--- config.mk ---
export PLATFORM = sky130hd
export DESIGN_NAME = formant_dp_sched
export DESIGN_NICKNAME = d
export VERILOG_FILES = /design/src/rtl/formant_pkg.sv /design/src/rtl/min_argmin_acc.sv /design/src/rtl/formant_dp_sched.sv
export SDC_FILE = /design/constraint.sdc
export NUM_CORES = 1
export LEC_CHECK = 0
export BUFFER_PORTS_ARGS = -buffer_cell sky130_fd_sc_hd__buf_2
export CAP_MARGIN = 40
export CORE_AREA = 4 4 128 130
export CTS_CLUSTER_SIZE = 30
export DETAILED_ROUTE_END_ITERATION = 12
export DIE_AREA = 0 0 132 134
export MAX_ROUTING_LAYER = met4
export PLACE_DENSITY = 0.76
export SLEW_MARGIN = 20
export SYNTH_ARGS = -nofsm -noshare
export SYNTH_HDL_FRONTEND = slang
export SYNTH_SLANG_ARGS = --single-unit
--- constraint.sdc ---
create_clock -name clk_in -period 3.35 [get_ports clk_in]
set_clock_uncertainty 0.05 [all_clocks]
set_input_delay 0.1675 -clock clk_in [delete_from_list [all_inputs] [get_ports clk_in]]
set_output_delay 0.1675 -clock clk_in [all_outputs]
set_load 0.02 [all_outputs]
--- src/rtl/formant_pkg.sv ---
// Shared types and arithmetic for the formant segmentation DP column scheduler.
package formant_pkg;

  localparam int BIT_WIDTH = 32;
  localparam int BRAM_LAT  = 2;
  localparam logic [BIT_WIDTH-1:0] COST_MAX = '1;

  typedef enum logic [2:0] {
    IDLE     = 3'd0,
    ROW_INIT = 3'd1,
    SCAN     = 3'd2,
    DRAIN    = 3'd3,
    WRITE    = 3'd4,
    DONE     = 3'd5
  } dp_state_t;

  // Unsigned add clamped at COST_MAX; an all-ones operand therefore stays infeasible.
  function automatic logic [BIT_WIDTH-1:0] sat_add(input logic [BIT_WIDTH-1:0] a,
                                                   input logic [BIT_WIDTH-1:0] b);
    logic [BIT_WIDTH:0] s;
    s = {1'b0, a} + {1'b0, b};
    return s[BIT_WIDTH] ? COST_MAX : s[BIT_WIDTH-1:0];
  endfunction

endpackage

--- src/rtl/min_argmin_acc.sv ---
// Registered running minimum with argmin; strict less-than keeps the earliest tag on ties.
module min_argmin_acc #(
  parameter int W  = 32,
  parameter int TW = 8
) (
  input  logic          clk_i,
  input  logic          rst_i,
  input  logic          clear_i,
  input  logic [TW-1:0] init_tag_i,
  input  logic          valid_i,
  input  logic [W-1:0]  cost_i,
  input  logic [TW-1:0] tag_i,
  output logic [W-1:0]  min_o,
  output logic [TW-1:0] arg_o
);

  logic [W-1:0]  min_q, min_d;
  logic [TW-1:0] arg_q, arg_d;

  always_comb begin
    min_d = min_q;
    arg_d = arg_q;
    if (clear_i) begin
      min_d = '1;
      arg_d = init_tag_i;
    end else if (valid_i && (cost_i < min_q)) begin
      min_d = cost_i;
      arg_d = tag_i;
    end
  end

  always_ff @(posedge clk_i) begin
    if (rst_i) begin
      min_q <= '0;
      arg_q <= '0;
    end else begin
      min_q <= min_d;
      arg_q <= arg_d;
    end
  end

  assign min_o = min_q;
  assign arg_o = arg_q;

endmodule

--- src/rtl/formant_dp_sched.sv ---
// Column sequencer for the formant DP: per row k, scans boundaries j through the E/F read ports
// and writes F_k[i]/B_k[i]. Read ports: address in cycle t, data valid in cycle t+BRAM_LAT.
module formant_dp_sched
  import formant_pkg::*;
#(
  parameter int I        = 160,
  parameter int FORMANTS = 4,
  localparam int AW = $clog2(I),
  localparam int KW = (FORMANTS > 1) ? $clog2(FORMANTS) : 1
) (
  input  logic                 clk_in,
  input  logic                 rst_in,
  input  logic                 begin_iter,
  input  logic [AW-1:0]        i,
  output logic [AW-1:0]        e_rd_addr,
  input  logic [BIT_WIDTH-1:0] e_rd_data,
  output logic [KW-1:0]        f_rd_row,
  output logic [AW-1:0]        f_rd_addr,
  input  logic [BIT_WIDTH-1:0] f_rd_data,
  output logic [KW-1:0]        wr_row,
  output logic [BIT_WIDTH-1:0] f_wr_data,
  output logic [AW-1:0]        b_wr_data,
  output logic                 wr_valid,
  output logic                 busy,
  output logic                 iter_done,
  output logic [2:0]           dbg_state
);

  localparam int JW = AW + 1;
  localparam int DW = $clog2(BRAM_LAT + 2) + 1;

  dp_state_t            state_q, state_d;
  logic [KW-1:0]        k_q, k_d;
  logic [JW-1:0]        j_q, j_d;
  logic [DW-1:0]        drain_q, drain_d;
  logic [BRAM_LAT:0]    vld_q;
  logic [AW-1:0]        tag_q [BRAM_LAT+1];
  logic [BIT_WIDTH-1:0] sum_q;
  logic [BIT_WIDTH-1:0] min_cost;
  logic [AW-1:0]        min_arg;

  logic          row0, feasible, issue, last_row;
  logic [JW-1:0] k_ext, i_ext, j_first, j_last;

  assign row0     = (k_q == '0);
  assign k_ext    = JW'(k_q);
  assign i_ext    = JW'(i);
  assign feasible = row0 || (i_ext >= k_ext);
  assign j_first  = row0 ? '0 : (k_ext - JW'(1));
  assign j_last   = i_ext - JW'(1);
  assign issue    = (state_q == SCAN);
  assign last_row = (k_q == KW'(FORMANTS - 1));

  always_comb begin
    state_d = state_q;
    k_d     = k_q;
    j_d     = j_q;
    drain_d = drain_q;
    unique case (state_q)
      IDLE: begin
        if (begin_iter) begin
          state_d = ROW_INIT;
          k_d     = '0;
        end
      end
      ROW_INIT: begin
        j_d     = j_first;
        drain_d = '0;
        state_d = feasible ? SCAN : WRITE;
      end
      SCAN: begin
        // Row 0 has a single candidate (E[0]); other rows stop once j = i-1 is issued.
        if (row0 || (j_q == j_last)) state_d = DRAIN;
        else                         j_d     = j_q + JW'(1);
      end
      DRAIN: begin
        drain_d = drain_q + DW'(1);
        if (drain_q == DW'(BRAM_LAT + 1)) state_d = WRITE;
      end
      WRITE: begin
        if (last_row) state_d = DONE;
        else begin
          k_d     = k_q + KW'(1);
          state_d = ROW_INIT;
        end
      end
      DONE:    state_d = IDLE;
      default: state_d = IDLE;
    endcase
  end

  // Valid/j tags travel with the read data; the last stage lines up with sum_q.
  always_ff @(posedge clk_in) begin
    if (rst_in) begin
      state_q <= IDLE;
      k_q     <= '0;
      j_q     <= '0;
      drain_q <= '0;
      vld_q   <= '0;
      sum_q   <= '0;
      for (int s = 0; s <= BRAM_LAT; s++) tag_q[s] <= '0;
    end else begin
      state_q  <= state_d;
      k_q      <= k_d;
      j_q      <= j_d;
      drain_q  <= drain_d;
      vld_q    <= {vld_q[BRAM_LAT-1:0], issue};
      tag_q[0] <= j_q[AW-1:0];
      for (int s = 1; s <= BRAM_LAT; s++) tag_q[s] <= tag_q[s-1];
      sum_q    <= sat_add(row0 ? '0 : f_rd_data, e_rd_data);
    end
  end

  min_argmin_acc #(
    .W  (BIT_WIDTH),
    .TW (AW)
  ) u_acc (
    .clk_i      (clk_in),
    .rst_i      (rst_in),
    .clear_i    (state_q == ROW_INIT),
    .init_tag_i (feasible ? j_first[AW-1:0] : '0),
    .valid_i    (vld_q[BRAM_LAT]),
    .cost_i     (sum_q),
    .tag_i      (tag_q[BRAM_LAT]),
    .min_o      (min_cost),
    .arg_o      (min_arg)
  );

  assign e_rd_addr = issue ? (row0 ? '0 : (j_q[AW-1:0] + AW'(1))) : '0;
  assign f_rd_row  = (issue && !row0) ? (k_q - KW'(1)) : '0;
  assign f_rd_addr = (issue && !row0) ? j_q[AW-1:0] : '0;
  assign wr_valid  = (state_q == WRITE);
  assign wr_row    = wr_valid ? k_q : '0;
  assign f_wr_data = wr_valid ? min_cost : '0;
  assign b_wr_data = wr_valid ? min_arg : '0;
  assign iter_done = (state_q == DONE);
  assign busy      = (state_q != IDLE);
  assign dbg_state = state_q;

endmodule

==> run_results.csv <==
group,metric,value,unit
floorplanning,fp.coreArea,15100,sq um
route,wire_per_inst,15.0,um
worst_setup_path,critPathMaxFanout,31,
grt,met2_usage,0.329,
yosys,syn_avg_cell_area,8.20,sq um
floorplanning,initial_utilization,0.503,
sta,setup_ws,0.276,ns
sta,slew_headroom,0.467,
cts,cts_tree,"built",
yosys,ys_seq_area_frac,0.305,
worst_setup_path,r2r_end,"sum_q[31]",
yosys,synth_ff_type,"dfxtp_1",
sta,worstMarginPinSlew,0.798,ns
sta,fmax,325,MHz
yosys,synth_edf_count,0,
yosys,synth_top_cell_by_area,"dfxtp_1",
yosys,synthArstFlopShare,0,
sta,hold_violations,0,
grt,grt_max_degree,86,
floorplanning,dieArea,17700,sq um
min_path,worstHoldStart,"e_rd_data[31]",
cts,cts_setup_buffers,0,
finish,syn_to_final_growth,20.2,%
cts,clk_latency,0.41,ns
yosys,synth-seq-cells,116,
route,first_iter_violations,476,
grt,busiest_layer,"met2",
power,p_leak,4.29,nW
route,ant_nets,0,
grt,grtUsageTotal,0.215,
yosys,synth.top_cell.area_share,0.305,
cts,cts_buffers,17,
cts,clk_pin_slew,0.05,ns
yosys,yosysWarnings,0,
sta,rsz0062_at_grt,"false",
yosys,synth_cell_types,64,
yosys,synthTopCellsByCount,"dfxtp_1, a21oi_1, ha_1",
grt,grt_overflow,0,
floorplanning,num_io_pins,141,
sta,period_share,0.918,
placement,place_congestion,0.943,
worst_setup_path,worst_ep_required_time,3.64,ns
sta,finalSetupViolCount,0,
min_path,hp-class,"input pin to flip-flop",
worst_setup_path,cp-start-kind,"flip-flop",
grt,grt_pass1_wl,31000,um
cts,cts-root-buf,"clkbuf_16",
grt,grt_pass1_vias,6424,
placement,post-place-ws,0.149,ns
power,powerDensity,451,nW/um^2
floorplanning,die_w,132,um
finish,drive_gt1_frac,0.206,
run,maxCapViolCount,0,
cts,cts.htree.levels,4,
route,drt_wl_total,18900,um
yosys,synth_nets,1078,
route,vias,6879,
sta,hold_slack,0.192,ns
yosys,netlist_top_cells_area,"dfxtp_1, ha_1, a21oi_1",
route,drtPass1Iterations,5,
route,vias_per_cell,5.47,
yosys,synthesis.area,7620,sq um
yosys,synth_cells,929,
worst_setup_path,cp.arrival,3.36,ns
grt,grt_use_met1,0.296,
cts,cts_resized,0,
min_path,hold_depth,4,
cts,clock-sinks,116,
grt,gr-usage-met3,0.0349,
placement,post-place-cells,1223,
worst_setup_path,worstSetupEndpointType,"flip-flop",
run_status,status,"complete, no violations",
sta,post-route-min-period,3.07,ns
worst_setup_path,reg2regPathDepth,14,
placement,place_hpwl,14000,um
cts,cts_buffer_depth,2,
worst_setup_path,reg2reg_slack,0.28,ns
floorplanning,num_rows,45,
grt,grt_antenna_before_repair,1,
finish,instances_no_fill,1257,
min_path,min_to,"sum_q[31]",
power,p_total,4.13,mW
route,route.detailed.drc,0,
sta,slew_viol_final,0,
sta,tns,0,ns
floorplanning,die_h,134,um
placement,portBuffers,140,
yosys,yosysMostFrequentCell,"dfxtp_1",
power,vdd_ir_drop_max,368,uV
cts,hold_buffers,0,
worst_setup_path,r2r-start,"k_q[1]",
worst_setup_path,path_class,"flip-flop to flip-flop",
finish,num-nets-final,1206,
power breakdown:
part | switching [mW] | internal [mW]
clock | 0.569 | 1.04
sequential | 0.125 | 1.52
combinational | 0.498 | 0.376
total | 1.19 | 2.94
worst max-delay path: stages (launching register included):
cell,delay [ns]
dfxtp_1,0.31
inv_1,0.08
ha_2,0.25
buf_12,0.20
nor2b_1,0.06
ha_1,0.31
buf_4,0.15
nand4_1,0.14
nor2b_2,0.17
and3_1,0.16
and3_2,0.23
o2111ai_2,0.16
a311o_1,0.37
a211o_1,0.30
nand3_1,0.07
cells by family after synthesis:
group           synth area share
compound gates             0.192
buf+inv                   0.0593
simple gates               0.225
fa+ha+maj                  0.122
xor+xnor                  0.0494
mux                       0.0475
flops                      0.305
layout by cell type (no fill, tap or decap), types with 17 or more instances in the layout:
| master | count |
|---|---|
| o21ai_0 | 35 |
| buf_2 | 139 |
| nor2b_1 | 62 |
| mux2i_1 | 35 |
| xor2_1 | 20 |
| dfxtp_1 | 116 |
| buf_4 | 24 |
| a21o_1 | 32 |
| clkbuf_16 | 17 |
| inv_1 | 52 |
| and3_1 | 57 |
| nor2_1 | 56 |
| a21oi_1 | 106 |
| xnor2_1 | 23 |
| nand2_1 | 46 |
| ha_1 | 72 |
how the worst max path moves through the flow:
stage                            to  slack, ns  cells after the start    from
final                     sum_q[31]       0.28                     14  k_q[1]
after global placement    sum_q[17]       0.22                     14  k_q[0]
after detailed placement  sum_q[29]       0.15                     14  k_q[0]
after global routing      sum_q[18]      0.006                     14  k_q[0]
after floorplan           sum_q[29]       0.06                     15  k_q[0]
after CTS                 sum_q[29]       0.12                     14  k_q[1]
state kept, by name (all words and copies together), names as in the netlist:
signal       flops
sum_q           32
u_acc.min_o     32
tag_q           24
j_q              9
u_acc.arg_o      8
dbg_state        3
drain_q          3
vld_q            3
k_q              2
routing by layer:
| metal | wire [um] | vias up | share of wire |
|---|---|---|---|
| met5 | 0 | - | 0 |
| met4 | 252 | 0 | 0.013 |
| met3 | 1010 | 24 | 0.054 |
| met2 | 8240 | 215 | 0.44 |
| met1 | 9360 | 3106 | 0.50 |
| li1 | - | 3534 | - |
final cells by class:
type                    count  area (sq um)
fillers                  1341          5990
clock buffers              25           475
flip-flops and latches    116          2320
clock inverters             5          52.6
repair buffers            169           980
inverters                  52           195
well taps                 188           235
multi-input cells         701          4900
diodes                      1          2.50
through the flow:
step / instance area, sq um / utilization
2_1_floorplan: 7620 / -
3_3_place_gp: 8540 / 0.564
3_5_place_dp: 8540 / 0.564
4_1_cts: 9070 / 0.599
5_1_grt: 9160 / 0.605
6_report: 9160 / 0.605
No activity file was read; power rests on OpenSTA's default activity.
